==> config.mk <==
export PLATFORM = sky130hd
export DESIGN_NAME = clk_div_ctrl
export DESIGN_NICKNAME = d
export VERILOG_FILES = /design/src/rtl/clk_div_pkg.sv /design/src/rtl/clk_div_chan.sv /design/src/rtl/clk_div_ctrl.sv
export SDC_FILE = /design/constraint.sdc
export NUM_CORES = 1
export LEC_CHECK = 0
export BUFFER_PORTS_ARGS = -buffer_cell sky130_fd_sc_hd__clkbuf_2
export CAP_MARGIN = 5
export CORE_ASPECT_RATIO = 0.6
export CORE_UTILIZATION = 30
export CTS_CLUSTER_SIZE = 24
export DETAILED_ROUTE_END_ITERATION = 7
export PLACE_DENSITY = 0.57
export SLEW_MARGIN = 20
export SYNTH_ARGS = -nofsm -noshare
export SYNTH_HDL_FRONTEND = slang
export SYNTH_HIERARCHICAL = 1
export SYNTH_SLANG_ARGS = --single-unit
==> constraint.sdc <==
create_clock -name clk -period 5.1 [get_ports clk]
set_input_delay 0.51 -clock clk [delete_from_list [all_inputs] [get_ports clk]]
set_output_delay 0.51 -clock clk [all_outputs]
set_load 0.005 [all_outputs]
==> src/rtl/clk_div_pkg.sv <==
// Shared definitions for the clock/enable generator.
//   MODE_*     : encoding of the 2-bit requested/current mode
//   state_e    : CPU clock FSM states
//   sel_width  : width of a bit-index into a counter of the given width
package clk_div_pkg;

    localparam logic [1:0] MODE_FAST  = 2'b00;
    localparam logic [1:0] MODE_SLOW  = 2'b01;
    localparam logic [1:0] MODE_PAUSE = 2'b10;
    localparam logic [1:0] MODE_STEP  = 2'b11;

    typedef enum logic [1:0] {
        S_FAST,
        S_SLOW,
        S_PAUSE,
        S_STEP_HI
    } state_e;

    function automatic int unsigned sel_width(input int unsigned w);
        int unsigned r;
        r = $clog2(w);
        if (r == 0) begin
            r = 1;
        end
        return r;
    endfunction

endpackage

==> src/rtl/clk_div_chan.sv <==
// One programmable tick channel: a down-counter that pulses tick for one cycle
// each time it reaches zero, then reloads from the stored divide value.
//   clk      in  system clock
//   rst      in  asynchronous active-high reset
//   div_val  in  divide value, captured on div_load
//   div_load in  store div_val and restart the count from it
//   tick     out one-cycle pulse every div_val+1 cycles
module clk_div_chan #(
    parameter int unsigned DIV_W = 16
) (
    input  logic             clk,
    input  logic             rst,
    input  logic [DIV_W-1:0] div_val,
    input  logic             div_load,
    output logic             tick
);

    logic [DIV_W-1:0] div_q;
    logic [DIV_W-1:0] cnt_q;
    logic             run_q;

    always_ff @(posedge clk or posedge rst) begin
        if (rst) begin
            div_q <= '0;
            cnt_q <= '0;
            run_q <= 1'b0;
        end else if (div_load) begin
            div_q <= div_val;
            cnt_q <= div_val;
            run_q <= 1'b1;
        end else if (cnt_q == '0) begin
            cnt_q <= div_q;
        end else begin
            cnt_q <= cnt_q - 1'b1;
        end
    end

    // Idle until first load so a freshly reset channel stays silent; a load
    // in the zero-count cycle restarts the period instead of ticking.
    assign tick = run_q && (cnt_q == '0) && !div_load;

endmodule

==> src/rtl/clk_div_ctrl.sv <==
// Clock/enable generator: free-running divide counter, glitch-free CPU clock
// selection between FAST/SLOW/PAUSE/STEP, and NCH programmable tick channels.
//   clk, rst   in  system clock, asynchronous active-high reset
//   clkdiv     out free-running counter
//   fast_sel   in  clkdiv bit index for FAST mode
//   slow_sel   in  clkdiv bit index for SLOW mode
//   mode       in  requested mode (00 FAST, 01 SLOW, 10 PAUSE, 11 STEP)
//   step       in  asynchronous single-step request level
//   clk_cpu    out registered CPU clock
//   cpu_rise   out one-cycle pulse with each clk_cpu rising edge
//   cur_mode   out mode currently in effect
//   div_val    in  packed per-channel divide values
//   div_load   in  per-channel load strobes
//   tick       out per-channel tick pulses
module clk_div_ctrl
    import clk_div_pkg::*;
#(
    parameter int unsigned CNT_W    = 32,
    parameter int unsigned NCH      = 4,
    parameter int unsigned DIV_W    = 16,
    parameter int unsigned STEP_LEN = 8
) (
    input  logic                        clk,
    input  logic                        rst,
    output logic [CNT_W-1:0]            clkdiv,
    input  logic [sel_width(CNT_W)-1:0] fast_sel,
    input  logic [sel_width(CNT_W)-1:0] slow_sel,
    input  logic [1:0]                  mode,
    input  logic                        step,
    output logic                        clk_cpu,
    output logic                        cpu_rise,
    output logic [1:0]                  cur_mode,
    input  logic [NCH*DIV_W-1:0]        div_val,
    input  logic [NCH-1:0]              div_load,
    output logic [NCH-1:0]              tick
);

    localparam int unsigned SEL_W   = sel_width(CNT_W);
    localparam int unsigned STEP_CW = (STEP_LEN > 1) ? $clog2(STEP_LEN) : 1;

    logic [CNT_W-1:0]   clkdiv_q;
    state_e             state_q, state_d, tgt_state;
    logic [SEL_W-1:0]   sel_q, sel_d, tgt_sel;
    logic               tgt_bit;
    logic [STEP_CW-1:0] step_cnt_q, step_cnt_d;
    logic               clk_cpu_q, clk_cpu_d;
    logic               cpu_rise_q;
    logic               step_meta_q, step_sync_q, step_prev_q;
    logic               step_edge;

    assign step_edge = step_sync_q & ~step_prev_q;

    // Where the requested mode wants to go and what its source bit is now.
    always_comb begin
        tgt_state = S_PAUSE;
        tgt_sel   = sel_q;
        tgt_bit   = 1'b0;
        case (mode)
            MODE_FAST: begin
                tgt_state = S_FAST;
                tgt_sel   = fast_sel;
                tgt_bit   = clkdiv_q[fast_sel];
            end
            MODE_SLOW: begin
                tgt_state = S_SLOW;
                tgt_sel   = slow_sel;
                tgt_bit   = clkdiv_q[slow_sel];
            end
            default: begin
                tgt_state = S_PAUSE;
            end
        endcase
    end

    always_comb begin
        state_d    = state_q;
        sel_d      = sel_q;
        step_cnt_d = step_cnt_q;
        case (state_q)
            S_STEP_HI: begin
                if (step_cnt_q == '0) begin
                    state_d = S_PAUSE;
                end else begin
                    step_cnt_d = step_cnt_q - 1'b1;
                end
            end
            default: begin
                if (state_q == S_PAUSE && mode == MODE_STEP && step_edge) begin
                    state_d    = S_STEP_HI;
                    step_cnt_d = STEP_CW'(STEP_LEN - 1);
                // Switch only with both old and new clocks low: no short phases.
                end else if (tgt_state != state_q && !clk_cpu_q && !tgt_bit) begin
                    state_d = tgt_state;
                    sel_d   = tgt_sel;
                end
            end
        endcase
    end

    // Driven from the next state so the switch cycle already uses the new source.
    always_comb begin
        clk_cpu_d = 1'b0;
        case (state_d)
            S_FAST, S_SLOW: clk_cpu_d = clkdiv_q[sel_d];
            S_STEP_HI:      clk_cpu_d = 1'b1;
            default:        clk_cpu_d = 1'b0;
        endcase
    end

    always_ff @(posedge clk or posedge rst) begin
        if (rst) begin
            clkdiv_q    <= '0;
            state_q     <= S_PAUSE;
            sel_q       <= '0;
            step_cnt_q  <= '0;
            clk_cpu_q   <= 1'b0;
            cpu_rise_q  <= 1'b0;
            step_meta_q <= 1'b0;
            step_sync_q <= 1'b0;
            step_prev_q <= 1'b0;
        end else begin
            clkdiv_q    <= clkdiv_q + 1'b1;
            state_q     <= state_d;
            sel_q       <= sel_d;
            step_cnt_q  <= step_cnt_d;
            clk_cpu_q   <= clk_cpu_d;
            cpu_rise_q  <= clk_cpu_d & ~clk_cpu_q;
            step_meta_q <= step;
            step_sync_q <= step_meta_q;
            step_prev_q <= step_sync_q;
        end
    end

    always_comb begin
        cur_mode = MODE_PAUSE;
        case (state_q)
            S_FAST:  cur_mode = MODE_FAST;
            S_SLOW:  cur_mode = MODE_SLOW;
            default: cur_mode = (mode == MODE_STEP) ? MODE_STEP : MODE_PAUSE;
        endcase
    end

    assign clkdiv   = clkdiv_q;
    assign clk_cpu  = clk_cpu_q;
    assign cpu_rise = cpu_rise_q;

    for (genvar i = 0; i < NCH; i++) begin : g_chan
        clk_div_chan #(
            .DIV_W(DIV_W)
        ) u_chan (
            .clk      (clk),
            .rst      (rst),
            .div_val  (div_val[i*DIV_W +: DIV_W]),
            .div_load (div_load[i]),
            .tick     (tick[i])
        );
    end

endmodule

Word level (Yosys, flattened, before mapping)

Index checks and enable logic that the tools add are counted.

Flip-flop bits (word level): 179

Reduce and logical (&&, ||, !) cells: 29
Eq/ne operators: 9
Add/sub/neg operators: 6
Muxes and demuxes: 30
Bitwise gates (word level): 4
$lt $le $gt $ge: 3

Operators with widths:

| kind                                               | count |
|---|---|
| 2-to-1 mux 16 bit                                  | 8 |
| logical NOT 16 bit                                 | 4 |
| subtractor 16 x 1 -> 16 bit, second input constant | 4 |
| adder 32 x 1 -> 32 bit, second input constant      | 1 |
| < comparator 5 x 6 -> 1 bit, second input constant | 3 |
| binary-select mux 1 bit (select 5 bit)             | 3 |
| 2-to-1 mux 5 bit                                   | 3 |
| logical AND 1 bit                                  | 12 |
| one-hot mux 5 bit (2 select lines)                 | 1 |
| 2-to-1 mux 3 bit                                   | 3 |
| == test 2 bit, second input constant               | 4 |
| 2-to-1 mux 2 bit                                   | 4 |
| one-hot mux 2 bit (2 select lines)                 | 2 |
| == test 2 x 1 -> 1 bit, second input constant      | 3 |
| logical NOT 1 bit                                  | 6 |
| logical NOT 2 bit                                  | 3 |
| 2-to-1 mux 1 bit                                   | 4 |
| one-hot mux 1 bit (2 select lines)                 | 2 |
| logical NOT 3 bit                                  | 1 |
| subtractor 3 x 1 -> 3 bit, second input constant   | 1 |
| AND 1 bit                                          | 2 |
| != test 2 bit                                      | 1 |
| != test 2 bit, second input constant               | 1 |
| inverter 1 bit                                     | 2 |
| other kinds (3)                                    | 3 |

Depth between registers and ports, before layout

Depth after elaboration: 12
Depth in mapped cells: 12
Mapped depth without buffers: 10

Modules after synthesis

Netlist, hierarchy kept.

Modules (own cells, without submodules):

| module       | seq. area each (µm²) | area an instance (µm²) | instances | cells an instance |
|---|---|---|---|---|
| clk_div_chan | 825.8                | 1670.4                 | 4         | 179 |
| clk_div_ctrl | 1177.4               | 3191.8                 | 1         | 301 |

Least setup slack after synthesis

No wires, ideal clock.

Kind: in2reg
Start: in fast_sel[0]
End: reg clk_cpu_q, in the netlist clk_cpu
Setup slack: 1593 ps
Stages: 10
Path buffers: 1
Arrival time: 3373 ps
Library setup time: 134 ps
Cells stage by stage: buf_6 > mux4_1 > o2111ai_1 > o2111ai_4 > nor4b_4 > mux2i_2 > mux2_2 > o22a_1 > a31oi_1 > a31oi_1

Cells in the longest elaborated chain, start to end: 11
Elaborated cells between the ends (all ways): 19

Ends and longest elaborated chain:

| item                                                                                | line                                     | text |
|---|---|---|
| start, declared                                                                     | clk_div_ctrl.sv:26                       | `input logic [sel_width(CNT_W)-1:0] fast_sel,` |
| binary-select mux 1 bit (select 5 bit)                                              | clk_div_ctrl.sv:62                       | `tgt_bit = clkdiv_q[fast_sel];` |
| 2-to-1 mux 1 bit (not written as such)                                              | clk_div_ctrl.sv:62                       |  |
| one-hot mux 1 bit (2 select lines)                                                  | clk_div_ctrl.sv:58                       | `case (mode)` |
| logical NOT 1 bit                                                                   | clk_div_ctrl.sv:92                       | `end else if (tgt_state != state_q && !clk_cpu_q && !tgt_bit) begin` |
| logical AND 1 bit                                                                   | clk_div_ctrl.sv:92                       |  |
| 2-to-1 mux 5 bit / 2-to-1 mux 2 bit (equally long branches)                         | clk_div_ctrl.sv:92                       |  |
| 2-to-1 mux 5 bit / 2-to-1 mux 2 bit (equally long branches)                         | clk_div_ctrl.sv:88                       | `if (state_q == S_PAUSE && mode == MODE_STEP && step_edge) begin` |
| 2-to-1 mux 5 bit / 2-to-1 mux 2 bit (equally long branches)                         | clk_div_ctrl.sv:79                       | `case (state_q)` |
| binary-select mux 1 bit (select 5 bit), or another cell as far along                | clk_div_ctrl.sv:104                      | `S_FAST, S_SLOW: clk_cpu_d = clkdiv_q[sel_d];` |
| 2-to-1 mux 1 bit (not written as such) / OR reduction 2 bit (equally long branches) | clk_div_ctrl.sv:104, clk_div_ctrl.sv:103 |  |
| one-hot mux 1 bit (2 select lines) *                                                | clk_div_ctrl.sv:103                      | `case (state_d)` |
| net clk_cpu_d                                                                       | clk_div_ctrl.sv:46                       | `logic clk_cpu_q, clk_cpu_d;` |
| end signal, assigned                                                                | clk_div_ctrl.sv:126                      | `clk_cpu_q <= clk_cpu_d;` |
| end, declared                                                                       | clk_div_ctrl.sv:46                       |  |

Mark *: on every way through the listed nets, which the timed path passes. The rest lies on a longest branch. The select of a mux whose other input is x is not followed.
A chain may end at the register's enable or synchronous reset.

Worst setup path in the final report

Start: reg clkdiv_q[9], in the netlist clkdiv[9]
End: reg cpu_rise_q, in the netlist cpu_rise

Cells in the longest elaborated chain, start to end: 12
Elaborated cells between the ends (all ways): 21

Ends and longest elaborated chain:

| item                                                                                | line                                     | text |
|---|---|---|
| start, declared                                                                     | clk_div_ctrl.sv:41                       | `logic [CNT_W-1:0] clkdiv_q;` |
| start signal, assigned                                                              | clk_div_ctrl.sv:122                      | `clkdiv_q <= clkdiv_q + 1'b1;` |
| binary-select mux 1 bit (select 5 bit), on equally long branches                    | clk_div_ctrl.sv:67, clk_div_ctrl.sv:62   |  |
| 2-to-1 mux 1 bit, on equally long branches                                          | clk_div_ctrl.sv:67, clk_div_ctrl.sv:62   |  |
| one-hot mux 1 bit (2 select lines)                                                  | clk_div_ctrl.sv:58                       |  |
| logical NOT 1 bit                                                                   | clk_div_ctrl.sv:92                       |  |
| logical AND 1 bit                                                                   | clk_div_ctrl.sv:92                       |  |
| 2-to-1 mux 5 bit / 2-to-1 mux 2 bit (equally long branches)                         | clk_div_ctrl.sv:92                       |  |
| 2-to-1 mux 5 bit / 2-to-1 mux 2 bit (equally long branches)                         | clk_div_ctrl.sv:88                       |  |
| 2-to-1 mux 5 bit / 2-to-1 mux 2 bit (equally long branches)                         | clk_div_ctrl.sv:79                       |  |
| binary-select mux 1 bit (select 5 bit), or another cell as far along                | clk_div_ctrl.sv:104                      |  |
| 2-to-1 mux 1 bit (not written as such) / OR reduction 2 bit (equally long branches) | clk_div_ctrl.sv:104, clk_div_ctrl.sv:103 |  |
| one-hot mux 1 bit (2 select lines) *                                                | clk_div_ctrl.sv:103                      |  |
| AND 1 bit *                                                                         | clk_div_ctrl.sv:127                      | `cpu_rise_q <= clk_cpu_d & ~clk_cpu_q;` |
| end signal, assigned                                                                | clk_div_ctrl.sv:127                      |  |
| end, declared                                                                       | clk_div_ctrl.sv:47                       | `logic cpu_rise_q;` |

Every way passes the cells marked *; elsewhere a longest branch is shown, timed or not. The select of a mux whose other input is x is not followed.

==> flow_summary.ini <==
[cts]
clock_sinks = 179
post-cts-setup-buffers = 0
cts_hold_buffers = 0
clockBufferDepth = 2
cts_tree = yes
htreeDepth = 4
clk_pin_slew_worst_paths_ns = 0.07
clockRootBuffer = clkbuf_16
cts_buffers = 17
clock_latency_ns = 0.44
cts.repair.resized = 0

[layout]
most-common-layout-cells = dfrtp_1, nand2_1, clkbuf_2, inv_1, o21ai_0
seqCellArea_sq_um = 4480
layout_commonest_cell = dfrtp_1
final_cells = 1563
final_core_util_pct = 35.4
area_growth_pct = 16.1
drive_gt1_share_pct = 20.9
multi_input_area_sq_um = 4870
fillers = 3375
diodes = 0
nNetsFinal = 1220

[worst_setup_path]
crit_buf_inv = 1
rrSetupSlack_ns = 1.36
path_depth = 10
critPathRequiredTime_ns = 5.45
crit_path_max_incr_delay_ns = 0.55
critPathSlowestCell = mux4_1
cp-start-kind = flip-flop
path_cells = mux4_1, mux2i_1, mux2_4, o2111ai_4, nor4b_4, buf_4, mux2i_1, o2bb2ai_1, or4_4, a31oi_1
crit_family = multiplexers
critPathArrivalTime_ns = 4.09
end_kind = flip-flop
cp_max_fo = 10
r2r_end = cpu_rise
worstSetupPathType = flip-flop to flip-flop
rr_worst_depth = 10
reg2reg_from = clkdiv[9]
cp_common_cell = mux2i_1

[run]
drv_cap = 0

[logic_synthesis]
synth_cells = 1017
synth_cell_types = 64
yosysTopAreaCell = dfrtp_1
avgSynthCellArea_sq_um = 9.71
synth_edf_count = 0
yosysWarnings = 6
synthesis.area_sq_um = 9870
synth_flop_cell = dfrtp_1
async_flop_share_pct = 100
synth_seq_cells = 179
synth_nets = 1111
synth_top_area_share_pct = 45.1
yosys-top-cells-area = dfrtp_1, nand2_1, xnor2_1
ys_seq_area_share_pct = 45.4

[placement]
gp_congestion = 0.890
portBuffers = 122
dp_slack_ns = 1.08
post-dp-hpwl_um = 17900
place_inst = 1531

[timing]
worstMarginPinSlew_ns = 0.851
fin_crit_ns = 3.74
hold-worst-slack_ns = 0.0982
setup-tns-final_ns = 0
fin_ws_ns = 1.36
drv_slew = 0
slew_headroom_pct = 43.2
setup_viol = 0
max_freq_mhz = 267
timing.final.crit_share_pct = 73.3
clock_skew_ns = 0.0124
hold_violations = 0
rsz0062_at_grt = false

[floorplan]
ios = 123
core.rowCount = 51
dieArea_sq_um = 33700
coreArea_sq_um = 32400
dieWidth_um = 236
die_h_um = 143
start_util_pct = 30.5

[worst_hold_path]
hp-class = input pin to async pin

[route]
drc = 0
drt_iter0_drc = 424
drtAntennaViolNets = 0
wl_per_cell_um = 15.8
routed_wl_um = 24700
first_pass_iters = 5
vias = 7499
via_per_inst = 4.80

[grt]
antenna_found_initial = 0
grt_pass1_wl_um = 39900
grt_max_degree = 48
grt_overflow = 0
grt_usage_pct = 15.2
grt_pass1_vias = 7055

[power]
p_leak_uw = 0.00526
p_per_area_nw_per_um2 = 338
ir_drop_mv = 0.220

[status]
status = completed
==> power breakdown <==
part           switching, uW  internal [uW]  leakage, uW
registers                166           1580      0.00219
logic                    434            385      0.00279
clock network            611            706     0.000282
total                   1210           2670      0.00526
==> flip-flops by register name (all words and copies together), names as in the netlist, 2 cells and up <==
signal,cells
state_q,2
clkdiv,32
g_chan.u_chan/cnt_q,64
g_chan.u_chan/div_q,64
sel_q,5
g_chan.u_chan/run_q,4
step_cnt_q,3
==> per-layer routing <==
metal / wire (um) / track usage, % / part of all wire, % / vias to the layer above
met5: 0 / 0 / 0 / -
met4: 350 / 4.82 / 1.4 / 0
met3: 1140 / 3.32 / 4.6 / 24
met2: 10200 / 21.3 / 41 / 159
met1: 13100 / 22.8 / 53 / 3592
li1: - / - / - / 3724
==> kinds of logic after synthesis <==
| group | Yosys count | share of synthesized area, % |
|---|---|---|
| buffers and inverters | 126 | 5.34 |
| muxes | 68 | 9.20 |
| adders and majority gates | 11 | 1.39 |
| AOI/OAI and AO/OA | 209 | 12.3 |
| and+or+nand+nor | 341 | 19.0 |
| xor gates and xnor gates | 83 | 7.36 |
| DFF | 179 | 45.4 |
==> how the worst max path moves through the flow <==
stage | start | to | slack (ns)
after CTS | clkdiv[9] | cpu_rise | 1.43
after global routing | clkdiv[10] | clk_cpu | 1.20
after detailed placement | slow_sel[0] | cpu_rise | 1.08
after floorplan | fast_sel[0] | clk_cpu | 1.59
after global placement | fast_sel[0] | cpu_rise | 1.22
final | clkdiv[9] | cpu_rise | 1.36
==> cell usage after synthesis, types with 4 or more instances <==
library cell    n
nand4_2         4
nor2_1         63
nor4_2          4
dfrtp_1       178
and3_1         10
xor2_1         34
nand4_1        12
a21o_1         24
a21oi_1        33
nor3b_2         4
ha_1           11
clkinv_1        4
buf_2          19
buf_6           4
inv_1          79
nor3b_1         4
nand2b_1        5
o21ai_0        65
nand3_1        34
clkbuf_1       20
nor2b_1         7
a31o_2          4
or2_2           6
nor4_4          8
nor4b_1         5
o31a_1          4
xnor2_1        49
nor4_1          4
mux4_1          9
o21ai_1        60
nand2_1       129
mux2i_1        26
or2b_1          4
nand2_2         4
and4bb_1        4
mux2_2         27
nor3_1         14
==> area by class of cell <==
| type | instances | area share (%) |
|---|---|---|
| Multi-Input combinational cell | 712 | 42.5 |
| Timing Repair Buffer | 133 | 6.05 |
| Tap cell | 424 | 4.63 |
| Clock inverter | 13 | 1.08 |
| Sequential cell | 179 | 39.1 |
| Clock buffer | 19 | 3.95 |
| Inverter | 83 | 2.73 |
==> worst register-to-register path: cells and delay by family (launching register included) <==
family                 cells  cell delay, ns
flip-flops                 1            0.52
AND/OR/NAND/NOR            2            1.03
AO/OA/AOI/OAI              3            0.49
multiplexers               4            1.33
buffers and inverters      1            0.29
==> per-stage QoR <==
step                cell area, sq um  power (uW)
floorplan                       9870        2380
global placement               10900        2570
detailed placement             10900        2590
CTS                            11500        3940
global route                   11500        4130
finish                         11500        3880
Note: power is estimated with default switching activity, not from simulation.
